$ cat config.mk
export PLATFORM = sky130hd
export DESIGN_NAME = mdu_iter_flat
export DESIGN_NICKNAME = d
export VERILOG_FILES = /design/src/rtl/mdu_pkg.sv /design/src/rtl/mdu_if.sv /design/src/rtl/mdu_div_step.sv /design/src/rtl/mdu_iter.sv /design/src/flat_wrapper.sv
export SDC_FILE = /design/constraint.sdc
export NUM_CORES = 1
export LEC_CHECK = 0
export BUFFER_PORTS_ARGS = -buffer_cell sky130_fd_sc_hd__buf_4
export CAP_MARGIN = 20
export CORE_UTILIZATION = 55
export DETAILED_ROUTE_END_ITERATION = 10
export PLACE_DENSITY_LB_ADDON = 0.05
export SLEW_MARGIN = 15
export SYNTH_ARGS = -nofsm -noshare
export SYNTH_HDL_FRONTEND = slang
export SYNTH_HIERARCHICAL = 1
export SYNTH_SLANG_ARGS = --single-unit
$ cat constraint.sdc
create_clock -name clk -period 6.46 [get_ports clk]
set_input_delay 0.646 -clock clk [delete_from_list [all_inputs] [get_ports clk]]
set_output_delay 0.646 -clock clk [all_outputs]
set_load 0.01 [all_outputs]
$ cat src/rtl/mdu_pkg.sv
// Shared encodings and constants for the iterative RV32M multiply/divide unit.
package mdu_pkg;

    localparam int XLEN = 32;

    // Operation select encodings (funct3 of the M-extension opcodes)
    localparam logic [2:0] MDU_MUL    = 3'b000;
    localparam logic [2:0] MDU_MULH   = 3'b001;
    localparam logic [2:0] MDU_MULHSU = 3'b010;
    localparam logic [2:0] MDU_MULHU  = 3'b011;
    localparam logic [2:0] MDU_DIV    = 3'b100;
    localparam logic [2:0] MDU_DIVU   = 3'b101;
    localparam logic [2:0] MDU_REM    = 3'b110;
    localparam logic [2:0] MDU_REMU   = 3'b111;

    // Control FSM states
    localparam logic [1:0] S_IDLE = 2'd0;
    localparam logic [1:0] S_CALC = 2'd1;
    localparam logic [1:0] S_FIX  = 2'd2;

    // Special-case result constants
    localparam logic [XLEN-1:0] ALL_ONES = {XLEN{1'b1}};
    localparam logic [XLEN-1:0] INT_MIN  = {1'b1, {(XLEN-1){1'b0}}};

    // rs1 is interpreted as two's complement for these ops
    function automatic logic op_a_signed(input logic [2:0] op);
        return (op == MDU_MULH) || (op == MDU_MULHSU) || (op == MDU_DIV) || (op == MDU_REM);
    endfunction

    // rs2 is interpreted as two's complement for these ops
    function automatic logic op_b_signed(input logic [2:0] op);
        return (op == MDU_MULH) || (op == MDU_DIV) || (op == MDU_REM);
    endfunction

endpackage

$ cat src/rtl/mdu_if.sv
// Request/response bundle between the EX stage and the multiply/divide unit.
interface mdu_if #(
    parameter int XLEN = 32
);
    logic            start;
    logic            flush;
    logic [2:0]      MDUOp;
    logic [XLEN-1:0] A;
    logic [XLEN-1:0] B;
    logic            busy;
    logic            done;
    logic [XLEN-1:0] C;

    modport master (output start, flush, MDUOp, A, B, input busy, done, C);
    modport slave  (input start, flush, MDUOp, A, B, output busy, done, C);
endinterface

$ cat src/rtl/mdu_div_step.sv
// One restoring-division step: shift in a dividend bit, trial-subtract the divisor.
module mdu_div_step #(
    parameter int XLEN = 32
) (
    input  logic [XLEN:0]   rem_in,
    input  logic [XLEN-1:0] divisor,
    input  logic            dividend_bit,
    output logic [XLEN:0]   rem_out,
    output logic            q_bit
);
    logic [XLEN+1:0] diff;

    // Remainder stays below the divisor, so the shifted value fits XLEN+1 bits;
    // the extra top bit of diff is the borrow of the trial subtraction.
    always_comb begin
        diff    = {rem_in, dividend_bit} - {2'b00, divisor};
        q_bit   = ~diff[XLEN+1];
        rem_out = q_bit ? diff[XLEN:0] : {rem_in[XLEN-1:0], dividend_bit};
    end
endmodule

$ cat src/rtl/mdu_iter.sv
// Iterative RV32M multiply/divide unit: 32 shift-add or restoring-divide
// iterations on operand magnitudes, then a sign/special-case fix-up cycle.
module mdu_iter #(
    parameter int XLEN  = 32,
    parameter int ITERS = 32
) (
    input  logic clk,
    input  logic rst_n,
    mdu_if.slave bus
);
    import mdu_pkg::*;

    logic [1:0]        state;
    logic [2:0]        op;
    logic [5:0]        cnt;
    logic [2*XLEN-1:0] acc;
    logic [XLEN:0]     rem;
    logic [XLEN-1:0]   opb;
    logic              neg_res;
    logic              neg_rem;
    logic              b_zero;
    logic              ovf;
    logic [XLEN-1:0]   c_q;
    logic              done_q;

    logic              sa;
    logic              sb;
    logic [XLEN-1:0]   a_mag;
    logic [XLEN-1:0]   b_mag;
    logic [XLEN-1:0]   mul_add;
    logic [XLEN:0]     mul_sum;
    logic [XLEN:0]     step_rem;
    logic              step_q;
    logic [2*XLEN-1:0] prod;
    logic [XLEN-1:0]   quot;
    logic [XLEN-1:0]   remv;
    logic [XLEN-1:0]   result;

    function automatic logic [XLEN-1:0] neg_w(input logic [XLEN-1:0] v, input logic en);
        logic signed [XLEN-1:0] sv;
        sv = v;
        return en ? -sv : sv;
    endfunction

    function automatic logic [2*XLEN-1:0] neg_dw(input logic [2*XLEN-1:0] v, input logic en);
        logic signed [2*XLEN-1:0] sv;
        sv = v;
        return en ? -sv : sv;
    endfunction

    mdu_div_step #(.XLEN(XLEN)) u_step (
        .rem_in       (rem),
        .divisor      (opb),
        .dividend_bit (acc[XLEN-1]),
        .rem_out      (step_rem),
        .q_bit        (step_q)
    );

    // Operand magnitudes and sign flags derived from the live request
    always_comb begin
        sa    = op_a_signed(bus.MDUOp) & bus.A[XLEN-1];
        sb    = op_b_signed(bus.MDUOp) & bus.B[XLEN-1];
        a_mag = neg_w(bus.A, sa);
        b_mag = neg_w(bus.B, sb);
    end

    // Shift-add partial sum; the multiplier sits in acc low half and drains out LSB-first
    always_comb begin
        mul_add = acc[0] ? opb : '0;
        mul_sum = {1'b0, acc[2*XLEN-1:XLEN]} + {1'b0, mul_add};
    end

    // Fix-up: sign correction and result select. REM by zero needs no override:
    // the remainder holds |A| and takes the sign of A, which reproduces A.
    always_comb begin
        prod = neg_dw(acc, neg_res);
        quot = neg_w(acc[XLEN-1:0], neg_res);
        remv = neg_w(rem[XLEN-1:0], neg_rem);
        case (op)
            MDU_MUL:                        result = prod[XLEN-1:0];
            MDU_MULH, MDU_MULHSU, MDU_MULHU: result = prod[2*XLEN-1:XLEN];
            MDU_DIV, MDU_DIVU:              result = b_zero ? ALL_ONES : (ovf ? INT_MIN : quot);
            default:                        result = ovf ? '0 : remv;
        endcase
    end

    // Control FSM and iteration datapath
    always_ff @(posedge clk or negedge rst_n) begin
        if (!rst_n) begin
            state   <= S_IDLE;
            op      <= '0;
            cnt     <= '0;
            acc     <= '0;
            rem     <= '0;
            opb     <= '0;
            neg_res <= 1'b0;
            neg_rem <= 1'b0;
            b_zero  <= 1'b0;
            ovf     <= 1'b0;
            c_q     <= '0;
            done_q  <= 1'b0;
        end else begin
            done_q <= 1'b0;
            if (bus.flush) begin
                state <= S_IDLE;
            end else begin
                case (state)
                    S_IDLE: begin
                        if (bus.start) begin
                            op      <= bus.MDUOp;
                            acc     <= {{XLEN{1'b0}}, a_mag};
                            opb     <= b_mag;
                            rem     <= '0;
                            cnt     <= '0;
                            neg_res <= (sa ^ sb) & (~bus.MDUOp[2] | (|bus.B));
                            neg_rem <= sa;
                            b_zero  <= (bus.B == '0);
                            ovf     <= bus.MDUOp[2] & op_a_signed(bus.MDUOp) &
                                       (bus.A == INT_MIN) & (bus.B == ALL_ONES);
                            state   <= S_CALC;
                        end
                    end
                    S_CALC: begin
                        if (op[2]) begin
                            rem            <= step_rem;
                            acc[XLEN-1:0]  <= {acc[XLEN-2:0], step_q};
                        end else begin
                            acc <= {mul_sum, acc[XLEN-1:1]};
                        end
                        cnt <= cnt + 6'd1;
                        if (cnt == 6'(ITERS - 1)) begin
                            state <= S_FIX;
                        end
                    end
                    S_FIX: begin
                        c_q    <= result;
                        done_q <= 1'b1;
                        state  <= S_IDLE;
                    end
                    default: state <= S_IDLE;
                endcase
            end
        end
    end

    assign bus.busy = (state != S_IDLE);
    assign bus.done = done_q;
    assign bus.C    = c_q;
endmodule

$ cat src/flat_wrapper.sv
// flat-port wrapper written by rule: the top's interface ports become plain ports
module mdu_iter_flat import mdu_pkg::*;
#(
    parameter int XLEN  = 32,
    parameter int ITERS = 32
)
  (clk, rst_n, bus_start, bus_flush, bus_MDUOp, bus_A, bus_B, bus_busy, bus_done, bus_C);
  mdu_if #(.XLEN(XLEN)) bus_i ();
  input  logic clk;
  input  logic rst_n;
  input wire logic [$bits(bus_i.start)-1:0] bus_start;
  input wire logic [$bits(bus_i.flush)-1:0] bus_flush;
  input wire logic [$bits(bus_i.MDUOp)-1:0] bus_MDUOp;
  input wire logic [$bits(bus_i.A)-1:0] bus_A;
  input wire logic [$bits(bus_i.B)-1:0] bus_B;
  output wire logic [$bits(bus_i.busy)-1:0] bus_busy;
  output wire logic [$bits(bus_i.done)-1:0] bus_done;
  output wire logic [$bits(bus_i.C)-1:0] bus_C;
  assign bus_i.start = bus_start;
  assign bus_i.flush = bus_flush;
  assign bus_i.MDUOp = bus_MDUOp;
  assign bus_i.A = bus_A;
  assign bus_i.B = bus_B;
  assign bus_busy = bus_i.busy;
  assign bus_done = bus_i.done;
  assign bus_C = bus_i.C;
  mdu_iter #(.XLEN(XLEN), .ITERS(ITERS)) u_core (.clk(clk), .rst_n(rst_n), .bus(bus_i));
endmodule
---- Word-level counts from Yosys, hierarchy flattened ----
Cells that the tools add are included.
storage, ports and cells
  bits in registers ....................... 177
  input port bits ......................... 71
  output and inout bits ................... 34
  word-level logic and storage cells ...... 96
cells by class
  add/sub/neg operators ................... 8
  equal/unequal tests ..................... 19
  muxes and demuxes ....................... 26
  bitwise operators ....................... 11
  reduce and logical (&&, ||, !) cells .... 19
operators by type and width
  kind                  count
  $mux 32               10
  $mux 64               2
  $neg 32->32           4
  $pmux 64 s2           1
  $mux 33               3
  $pmux 32 s3           1
  $pmux 33 s2           1
  $eq 32x32->1 const B  2
  $neg 64->64           1
  $sub 34x32->34        1
  $add 32x32->33        1
  $logic_not 32->1      1
  $reduce_or 32->1      1
  $eq 3x3->1 const B    4
  $pmux 6 s2            1
  $eq 3x2->1 const B    3
  $reduce_and 4->1      2
  $add 6x1->6 const B   1
  $and 1x1->1           6
  $eq 3x1->1 const B    2
  $eq 6x5->1 const B    1
  $mux 2                3
  $mux 6                1
  $reduce_and 3->1      2
  other kinds (18)      28

---- Logic depth before layout (Yosys ltp) ----
Gate-level depths: netlist (run 1).
  word-level depth ........................ 8
  gate-level depth with buffers ........... 16
  gate-level depth less buffers ........... 13

---- By module ----
Netlist (run 1), hierarchy kept.
modules (own cells, without submodules)
  module        times used  cells an instance  area an instance (um^2)  seq. area each (um^2)
  mdu_iter      1           1539               12873.6                  4429.2
  mdu_div_step  1           306                2213.4                   0.0

---- Worst setup path after synthesis (run 1) ----
OpenSTA, ideal clock, no wires.
  path type ............................... register -> register
  from .................................... register u_core.acc[0]
  to ...................................... register u_core.acc[52]
  setup time .............................. 0.122 ns
  arrival ................................. 3.085 ns
  data required time ...................... 6.338 ns
  path slack .............................. 3.253 ns
  stages on the path, launching flop included .. 13
  buffers on the path ..................... 2
  period minus slack after synthesis ...... 3.207 ns
  path through ............................ dfrtp_1 -> clkbuf_1 -> clkbuf_1 -> and2_1 -> ha_1 -> and2_1 -> a2111oi_0 -> a21bo_2 -> a211oi_1 -> o21a_1 -> o21a_1 -> or3_1 -> a32o_1
between the ends
  cells in the longest elaborated chain, start to end .. 4
ends and longest elaborated chain
  what                             line             text
  start, declared                  mdu_iter.sv:16   logic [2*XLEN-1:0] acc;
  start signal, assigned           mdu_iter.sv:111  acc <= {{XLEN{1'b0}}, a_mag};
  start signal, assigned by index  mdu_iter.sv:126  acc[XLEN-1:0] <= {acc[XLEN-2:0], step_q};
  start signal, assigned           mdu_iter.sv:128  acc <= {mul_sum, acc[XLEN-1:1]};
  $mux 32                          mdu_iter.sv:69   mul_add = acc[0] ? opb : '0;
  $add 32x32->33                   mdu_iter.sv:70   mul_sum = {1'b0, acc[2*XLEN-1:XLEN]} + {1'b0, mul_add};
  $mux 32                          mdu_iter.sv:124  if (op[2]) begin
  $pmux 64 s2                      mdu_iter.sv:107  case (state)
Every way passes these cells. The select of a mux whose other input is x is not followed.
A chain may end at the register's enable or synchronous reset.

---- Worst setup path after layout (run 1) ----
  from .................................... register u_core.rem[13]
  to ...................................... register u_core.rem[9]
between the ends
  cells in the longest elaborated chain, start to end .. 4
ends and longest elaborated chain
  what                    line                text
  start, declared         mdu_iter.sv:17      logic [XLEN:0] rem;
  start signal, assigned  mdu_iter.sv:125     rem <= step_rem;
  $sub 34x32->34          mdu_div_step.sv:16  diff = {rem_in, dividend_bit} - {2'b00, divisor};
  $mux 33                 mdu_div_step.sv:18  rem_out = q_bit ? diff[XLEN:0] : {rem_in[XLEN-1:0], dividend_bit};
  via u_core.step_rem[9]  mdu_iter.sv:32      logic [XLEN:0] step_rem;
  $mux 33                 mdu_iter.sv:124
  $pmux 33 s2             mdu_iter.sv:107
The timed path passes the listed nets, and every way through them passes these cells. The select of a mux whose other input is x is not followed.

==> metrics.txt, run 1 <==
status=complete, no violations; Worst Hold Class=input port to asynchronous set/reset pin; Finish-stage setup viols=0; area of the mapped netlist=15100 µm²; vias in the first global route=13.5k; Vias=14.4k; Storage cell area=4430 µm²; #FFs+latches synth=177; WL/cell=22.0 µm; layout cells sized above 1=10.3%; post-synthesis sequential area ratio=29.4%; Syn Inst Count=1845; I/O pin count=105; area grow syn2layout=10.3%; CTS tree=yes; FF-to-FF End=u_core/rem[9]$_DFFE_PN0P_; FMAX=242 MHz; TritonCTS Buffers=17; root buffer cell=clkbuf_16; clk sinks=177; drt via density=6.45; Yosys warning count=6; input/output buffers=104; Layout Nets=2031; CP Launch Type=register; critical path peak fanout=24; count of non-filler cells in the finished layout=2240; post-synthesis async set-or-reset flop share=100%; Worst-Margin Slew=1.09 ns; GP Congestion=0.976; Req. time, crit path=6.78 ns; Clock transition at path regs=0.07 ns; Max Cap Viol=0; R2R cell count=11; Die X-Extent=168 µm; crit path time final=4.13 ns; setup TNS=0 ns; syn avg cell area=8.18 µm²; # H-tree levels=4; PD cells=374 nW/µm²; Starting Density=56.0%; core area=27000 µm²; die area=28100 µm²; DR pass1 iterations=6; Primary FF master, synth=dfrtp_1; Final period util=63.9%; Clock Path Buffers=2; PostCTS Resize Cnt=0; Critical Path End Type=register; first-pass GRT wire length=76500 µm; ANT cells=0; initial antenna violation count=3; reg2reg setup slack=2.33 ns; Hold Buf Count CTS=0; FF-to-FF Start=u_core/rem[13]$_DFFE_PN0P_; P_leak=7.66 nW; row cnt=60; routed wire length=49300 µm; DP HPWL=37400 µm; largest net degree at the start of global routing=77; CP arrival=4.45 ns; max-slew violations=0; total global-route track usage=35.3%; initial DRC count=1613; Die H=168 µm; synth unique cells=84; Clk Latency, worst-skew pair=0.44 ns; RSZ-0062 raised after global routing=false; Final Hold Fails=0; VDD IR-drop max=0.231 mV; DRC=0; DRT antenna net count=0; slew margin rel.=27.1%; EDFF count, synth=0; Crit Path Category=register to register; Synthesized Nets=1988; Final Skew=0.0138 ns; area of the multi-input gates=10100 µm²; Placed Instances=2210; # fillers=2440; post-CTS setup buffer count=0; grt total ovfl=0
## cell usage after synthesis (30+ instances only)
cell        n  area [µm²]
a21o_1     39         293
a21oi_1    89         445
a22o_1     37         324
and2_1     39         244
clkbuf_1   88         330
dfrtp_1   177        4430
ha_1       70         876
inv_1      66         248
mux2i_1    34         340
nand2_1   208         781
nor2_1    124         465
nor3_1     30         150
o21ai_0   197         986
o31ai_1    47         353
or3_1      33         206
xnor2_1    91         797
xor2_1    105         920
## cell families after synthesis
family / Yosys count / share of synthesized area, %
and+or+nand+nor: 593 / 19.4
AOI/OAI and AO/OA: 586 / 25.5
xor gates and xnor gates: 196 / 11.4
DFF: 177 / 29.4
buffers and inverters: 163 / 4.28
adders and majority gates: 72 / 6.07
muxes: 58 / 4.05
## report_power, final
group	leakage [nW]	internal, mW	switching [mW]
Combinational	5.06	1.28	2.15
Clock	0.262	0.555	0.462
Sequential	2.34	1.36	0.423
Total	7.66	3.19	3.04
## cells in the final DEF (no fill, tap or decap), types with 66 or more instances in the layout
master and instances:
a21oi_1 89, buf_4 120, dfrtp_1 176, ha_1 70, inv_1 66, nand2_1 207, nor2_1 123, o21ai_0 197
xnor2_1 91, xor2_1 104
## per-stage QoR
stage                     hold slack, ns  util [%]  power, mW  worst slack (ns)  cell area (µm²)
after detailed placement           0.466      59.7       5.12              2.42            16100
after floorplan                    0.350         -       4.08              3.25            15100
after global routing              0.0906      61.8       6.61              2.17            16600
after CTS                         0.0821      61.8       6.15              2.38            16600
final                             0.0818      61.8       6.23              2.33            16600
after global placement             0.464      59.7       5.07              2.48            16100
## how the worst max path moves through the flow
stage / from / end / slack (ns) / cells past startpoint
after CTS: u_core/rem[13]$_DFFE_PN0P_ / u_core/rem[9]$_DFFE_PN0P_ / 2.38 / 11
after detailed placement: u_core/rem[13]$_DFFE_PN0P_ / u_core/rem[27]$_DFFE_PN0P_ / 2.42 / 11
after global placement: u_core/rem[13]$_DFFE_PN0P_ / u_core/rem[27]$_DFFE_PN0P_ / 2.48 / 11
after floorplan: u_core/acc[0]$_DFFE_PN0P_ / u_core/acc[52]$_DFFE_PN0P_ / 3.25 / 12
after global routing: u_core/rem[13]$_DFFE_PN0P_ / u_core/rem[9]$_DFFE_PN0P_ / 2.17 / 11
final: u_core/rem[13]$_DFFE_PN0P_ / u_core/rem[9]$_DFFE_PN0P_ / 2.33 / 11
## worst max-delay path, stage by stage, from the launching register on
cell and delay [ns]:
dfrtp_1 0.46, ha_1 0.44, nand4_1 0.17, or3b_1 0.42, a211oi_2 0.28, o31ai_1 0.12, and3_4 0.22, o31ai_4 0.27
xor2_4 0.66, buf_4 0.38, mux2_1 0.36, a22o_1 0.21
## flip-flops by register name, summed over array words and instances (netlist names)
| signal | flops |
|---|---|
| u_core/state | 2 |
| u_core/b_zero | 1 |
| u_core/bus.C | 32 |
| u_core/acc | 64 |
| u_core/cnt | 6 |
| u_core/neg_rem | 1 |
| u_core/op | 3 |
| u_core/ovf | 1 |
| u_core/neg_res | 1 |
| u_core/bus.done | 1 |
| u_core/opb | 32 |
| u_core/rem | 33 |
## layer usage
layer  wire length, µm  global-route usage, %  up-vias
met5                19                      0        -
met4              2150                   16.4        4
met3              4070                   6.48      101
met2             21400                   52.9      646
met1             21600                   49.2     6889
li1                  -                      -     6805
## cell type report
type / instances / share of cell area, %
Timing Repair Buffer: 121 / 5.48
Inverter: 66 / 1.49
Sequential cell: 177 / 26.6
Clock buffer: 20 / 2.80
Tap cell: 341 / 2.56
Clock inverter: 10 / 0.526
Multi-Input combinational cell: 1505 / 60.5
No activity file was read; power rests on OpenSTA's default activity.
==> inputs of run 2 (changes only) <==
Clock period 6.46 ns to 3.5 ns, I/O delays scaled along.
==> metrics.txt, run 2 (synthesized netlist as in run 1, its figures left out) <==
Biggest register=u_core/acc; VDD IR-drop max=0.516 mV (+120%); Vias=15.0k (+3.5%); Worst-Margin Slew=1.08 ns (-0.00979 ns); slowest cell on the critical path=dfrtp_1; Req. time, crit path=3.84 ns (-2.94 ns); CP max stage delay=0.44 ns (-0.22 ns); most frequent cells in the layout=buf_4, nand2_1, o21ai_0, dfrtp_1, nor2_1; critical path peak fanout=7 (-71%); core area=27000 µm² (unchanged); CTS tree=yes; clk sinks=177 (unchanged); Switching Fraction=46.9% (-1.9 points); DR WL met2=23000 µm (+7.6%); WL/cell=21.9 µm (-0.53%); first-pass GRT wire length=79100 µm (+3.4%); Finish-stage setup viols=0 (unchanged); Buf/Inv on CP=3 (+2); Max Cap Viol=0 (unchanged); Critical Path End Type=register; DP HPWL=39400 µm (+5.5%); max-slew violations=0 (unchanged); largest net degree at the start of global routing=64 (-17%); P_leak=8.24 nW (+7.7%); TritonCTS Buffers=17 (unchanged); routed wire length=51400 µm (+4.3%); initial antenna violation count=0 (-3); Final Skew=0.0152 ns (+0.00141 ns); CP top delay family=compound AO/OA/AOI/OAI gates; count of non-filler cells in the finished layout=2348 (+4.8%); CP Launch Type=register; input/output buffers=104 (unchanged); Clock Path Buffers=2 (unchanged); combinational power share=56.9% (+1.8 points); initial DRC count=1584 (-1.8%); layout cells sized above 1=15.9% (+5.6 points); Sw Pwr=5.82 mW (+92%); Placed Instances=2304 (+4.3%); Die H=168 µm (unchanged); vias in the first global route=13.8k (+2.1%); drt via density=6.37 (-1.2%); slew margin rel.=27.6% (+0.56 points); Starting Density=56.0% (unchanged); Clock transition at path regs=0.08 ns (about the same); area grow syn2layout=17.4%; PD cells=701 nW/µm² (+87%); register share of total power=26.4% (-2.2 points); area of the multi-input gates=10200 µm² (+1.1%); setup TNS=0 ns (unchanged); DRC=0 (unchanged); dpl cell area=16800 µm² (+4.7%); commonest non-fill, non-tap cell in the layout=buf_4; Top Layer Used=met4; Largest regs=u_core/acc: 64 flops, u_core/rem: 33 flops; Worst Hold Class=input port to register; status=complete, no violations; GP Congestion=0.994 (+1.9%); Clk Latency, worst-skew pair=0.45 ns (about the same); crit path cell chain=inv_1 > ha_1 > a211oi_1 > or3_1 > a21oi_4 > o31ai_1 > and3_4 > o31ai_4 > xor2_4 > buf_4 > clkbuf_16 > mux2_1 > a22o_1; Final Hold Fails=0 (unchanged); DR pass1 iterations=5 (-1); # fillers=2308 (-5.4%); Die X-Extent=168 µm (unchanged); ANT cells=0 (unchanged); met3 routed WL=3740 µm (-8.2%); total global-route track usage=36.4% (+1.1 points); Clk pwr share=16.7% (+0.4 points); Layout Nets=2138 (+5.3%); Final period util=98.7% (+35 points); total power=12.4 mW (+99%); crit path time final=3.45 ns (-0.676 ns); row cnt=60 (unchanged); root buffer cell=clkbuf_16; Power Internal=6.59 mW (+110%); I/O pin count=105 (unchanged); grt total ovfl=0 (unchanged); Storage cell area=4430 µm² (about the same); final instance area=17700 µm² (+6.4%); # H-tree levels=4 (unchanged); FMAX=289 MHz (+20%); max reg flops=64 (unchanged); met1 WL=22700 µm (+5.3%); die area=28100 µm² (unchanged); CP arrival=3.79 ns (-0.66 ns); hold_ws=0.164 ns (+0.0826 ns); Crit Path Category=register to register; DRT antenna net count=0 (unchanged)
[run 2: repair_timing]
action                                 in CTS  in global routing
endpoints found under the hold margin      52                  0
buffers inserted                            1                  9
resized for setup                           6                 17
setup endpoints to repair                  22                 39
hold buffers                                1                  0
pin swaps                                   0                  3
gates cloned                                0                  2
[run 2: worst reg2reg max path: stages, from the launching register on]
cell and delay [ns]:
dfrtp_1 0.44, inv_1 0.20, ha_1 0.28, a211oi_1 0.12, or3_1 0.39, a21oi_4 0.24, o31ai_1 0.12, and3_4 0.22
o31ai_4 0.27, xor2_4 0.21, buf_4 0.15, clkbuf_16 0.15, mux2_1 0.35, a22o_1 0.21
[run 2: power groups by stage]
stage | clock network, mW | registers [mW] | logic [mW]
floorplan | 0 | 2.97 | 4.56
global placement | 0 | 3.29 | 6.59
detailed placement | 0 | 3.30 | 6.66
CTS | 2.08 | 3.26 | 6.74
global route | 2.16 | 3.33 | 7.64
finish | 2.07 | 3.28 | 7.07
[run 2: area by class of cell]
cell class	instances	share of cell area, %
Sequential cell	177	25.0
Clock buffer	20	2.63
Inverter	66	1.40
Clock inverter	11	0.869
Multi-Input combinational cell	1505	57.5
Timing Repair Buffer	228	10.2
Tap cell	341	2.41
[run 2: final timing paths]
path	start	endpoint	slack, ns	cells past startpoint
worst min register to register	u_core/cnt[5]$_DFFE_PN0P_	u_core/state[1]$_DFFE_PN0P_	0.50	1
min in group asynchronous	rst_n	u_core/acc[4]$_DFFE_PN0P_	0.44	2
worst max-delay path	u_core/opb[5]$_DFFE_PN0P_	u_core/rem[12]$_DFFE_PN0P_	0.05	13
worst max register to register	u_core/opb[5]$_DFFE_PN0P_	u_core/rem[12]$_DFFE_PN0P_	0.05	13
worst min-delay path	bus_B[31]	u_core/b_zero$_DFFE_PN0P_	0.16	2
max in group asynchronous	rst_n	u_core/acc[44]$_DFFE_PN0P_	2.28	3
[run 2: routing by layer]
metal | GRT usage (%) | vias up
li1 | - | 7012
met4 | 13.6 | 0
met5 | 0 | -
met2 | 56.6 | 640
met1 | 51.4 | 7213
met3 | 5.03 | 91
[run 2: metrics by stage]
stage          utilization, %  setup WS, ns
3_5_place_dp             62.5       -0.0420
4_1_cts                  65.0       0.00370
2_1_floorplan               -         0.293
5_1_grt                  65.7       -0.0329
6_report                 65.7        0.0451
3_3_place_gp             62.5        0.0526
==> inputs of run 3 (changes only) <==
Settings changed: SYNTH_HIERARCHICAL 1 to unset.
==> metrics.txt, run 3 <==
Synthesized Nets=1974 (-0.70%); PD cells=445 nW/µm² (-37%); Req. time, crit path=3.81 ns (-0.03 ns); Crit Path Category=register to register; #FFs+latches synth=177 (unchanged); Yosys warning count=0 (-6); WHS Path Cells=3 (+1); post-CTS setup buffer count=0 (-1); syn avg cell area=8.07 µm² (-1.3%); failing checks=DRC; routed wire length=46600 µm (-9.4%); DRT antenna net count=0 (unchanged); clk sinks=177 (unchanged); largest net degree at the start of global routing=69 (+7.8%); post-synthesis async set-or-reset flop share=100% (unchanged); Die H=166 µm (-1.0%); critical path peak fanout=5 (-2); CP Launch Type=register; most common cell in the synthesized netlist=nand2_1; Clk Latency, worst-skew pair=0.45 ns (about the same); Critical Path End Type=register; commonest non-fill, non-tap cell in the layout=nand2_1; Hold Path Origin=bus_MDUOp[1]; # fillers=2338 (+1.3%); total power=7.51 mW (-39%); setup TNS=0 ns (unchanged); synth unique cells=72 (-14%); crit path time final=3.44 ns (-0.0152 ns); initial antenna violation count=1 (+1); R2R cell count=13 (unchanged); # H-tree levels=4 (unchanged); most frequent cells after synthesis=nand2_1, dfrtp_1, nor2_1, o21ai_0, xor2_1; Critical path origin=u_core.acc[31]$_DFFE_PN0P_; largest cells by area after synthesis=dfrtp_1, xor2_1, ha_1; EDFF count, synth=0 (unchanged); layout cells sized above 1=13.4% (-2.5 points); input/output buffers=104 (unchanged); area of the mapped netlist=14800 µm² (-2.1%); grt total ovfl=0 (unchanged); P_leak=7.57 nW (-8.1%); status=finished, violations left; slew margin rel.=44.5% (+17 points); Final period util=98.3% (-0.43 points); Finish-stage setup viols=0 (unchanged); FMAX=291 MHz (+0.44%); FF-to-FF End=u_core.rem[26]$_DFFE_PN0P_; DP HPWL=36300 µm (-7.9%); Synth area leader=dfrtp_1; total global-route track usage=33.9% (-2.5 points); Final Hold Fails=0 (unchanged); hold worst-path end=u_core.op[1]$_DFFE_PN0P_; I/O pin count=105 (unchanged); reg2reg setup slack=0.06 ns (+0.02 ns); Syn Inst Count=1831 (-0.76%); FF-to-FF Start=u_core.acc[31]$_DFFE_PN0P_; CP arrival=3.75 ns (-0.04 ns); core area=26200 µm² (-2.8%); DR pass1 iterations=10 (+5); Max Cap Viol=0 (unchanged); GP Congestion=1.03 (+3.8%); VDD IR-drop max=0.352 mV (-32%); WL/cell=20.5 µm (-6.2%); Yosys top cell area share=30.0% (+0.62 points); most frequent cells in the layout=nand2_1, dfrtp_1, nor2_1, buf_4, o21ai_0; die area=27500 µm² (-2.0%); Starting Density=56.4% (+0.40 points); Largest regs=u_core.acc: 64 flops, u_core.rem: 33 flops; Final Skew=0.0172 ns (+0.00200 ns); Biggest register=u_core.acc; worst slack, placed=0.0513 ns (+0.0933 ns); vias in the first global route=13.2k (-4.0%); Setup WS post-layout=0.0602 ns (+0.0152 ns); Clock transition at path regs=0.07 ns (about the same); post-synthesis sequential area ratio=30.0% (+0.62 points); Clock Path Buffers=2 (unchanged); row cnt=59 (-1.7%); drt via density=6.24 (-2.1%); max reg flops=64 (unchanged); Vias=14.2k (-5.3%); TritonCTS Buffers=17 (unchanged); DRC=16 (+16); Layout Nets=2063 (-3.5%); max-slew violations=0 (unchanged); CTS tree=yes; initial DRC count=1312 (-17%); root buffer cell=clkbuf_16; area grow syn2layout=14.4%; Worst Hold Class=input port to register; Worst-Margin Slew=0.833 ns (-0.249 ns); first-pass GRT wire length=73500 µm (-7.1%); Primary FF master, synth=dfrtp_1; Die X-Extent=166 µm (-1.0%)
## run 3: changes by cell type after synthesis, sizes merged, moves of 14 or more
cell	previous run	this run
and2	40	5
a21o	39	25
a21oi	89	104
nor2	124	176
o21ai	203	188
nand2	208	230
mux2i	34	54
or3	35	20
mux2	24	1
## run 3: worst max-delay path, stage by stage, from the launching register on
cell	delay (ns)
dfrtp_1	0.38
inv_1	0.12
ha_1	0.21
inv_1	0.07
fa_1	0.42
a211oi_1	0.28
o21ai_0	0.27
o21bai_1	0.30
a31oi_2	0.24
a32o_1	0.35
o21a_1	0.18
or3_1	0.32
nand3_1	0.09
o21ai_0	0.07
## run 3: logic make-up (layout without fill, tap and decap cells)
logic type | count (synthesis) | in the layout | share of synthesized area (%)
and+or+nand+nor | 601 | 601 | 19.0
AOI/OAI and AO/OA | 555 | 555 | 24.6
xor gates and xnor gates | 206 | 206 | 12.2
DFF | 177 | 177 | 30.0
buffers and inverters | 165 | 267 | 4.23
adders and majority gates | 72 | 72 | 6.20
muxes | 55 | 55 | 3.73
other | 0 | 1 | 0
## run 3: area by class of cell
cell class	instances	area [µm²]	area share, %
timing repair buffer	175	1350	8.01
clock buffer	18	439	2.60
sequential	177	4430	26.2
antenna	1	2.50	0.0148
tap	335	419	2.48
clock inverter	14	223	1.32
inverter	60	225	1.33
multi-input combinational	1489	9800	58.0
## run 3: worst max-delay path by stage
stage | endpoint | cells after the start | slack [ns]
final | u_core.rem[26]$_DFFE_PN0P_ | 13 | 0.06
after CTS | u_core.rem[21]$_DFFE_PN0P_ | 13 | -0.02
after floorplan | u_core.acc[61]$_DFFE_PN0P_ | 13 | 0.30
after detailed placement | u_core.rem[28]$_DFFE_PN0P_ | 11 | 0.05
after global placement | u_core.rem[30]$_DFFE_PN0P_ | 11 | 0.07
after global routing | u_core.acc[57]$_DFFE_PN0P_ | 14 | -0.009
## run 3: through the flow
stage	hold slack, ns	utilization, %	std cells	cell area (µm²)
floorplan	0.0544	-	1831	14800
global placement	0.403	61.7	2235	16200
detailed placement	0.404	61.7	2235	16200
CTS	0.119	64.3	2268	16800
global route	0.129	64.5	2268	16900
finish	0.121	64.5	2269	16900
## run 3: where the power goes
group	internal [mW]	switching, mW
Sequential	2.25	0.333
Clock	1.30	0.906
Combinational	1.05	1.67
## run 3: repair_timing
item | 4_1_cts | 5_1_grt
resized for setup | 1 | 11
pin swaps | 0 | 1
hold buffers | 1 | 0
setup endpoints to repair | 4 | 34
cloned | 0 | 0
endpoints found under the hold margin | 65 | 0
## run 3: layer usage
metal	up-vias	share of wire, %	track usage, %
li1	6793	-	-
met5	-	0	0
met1	6752	45	47.1
met4	0	3.2	12.2
met2	517	45	53.0
met3	94	7.5	6.17
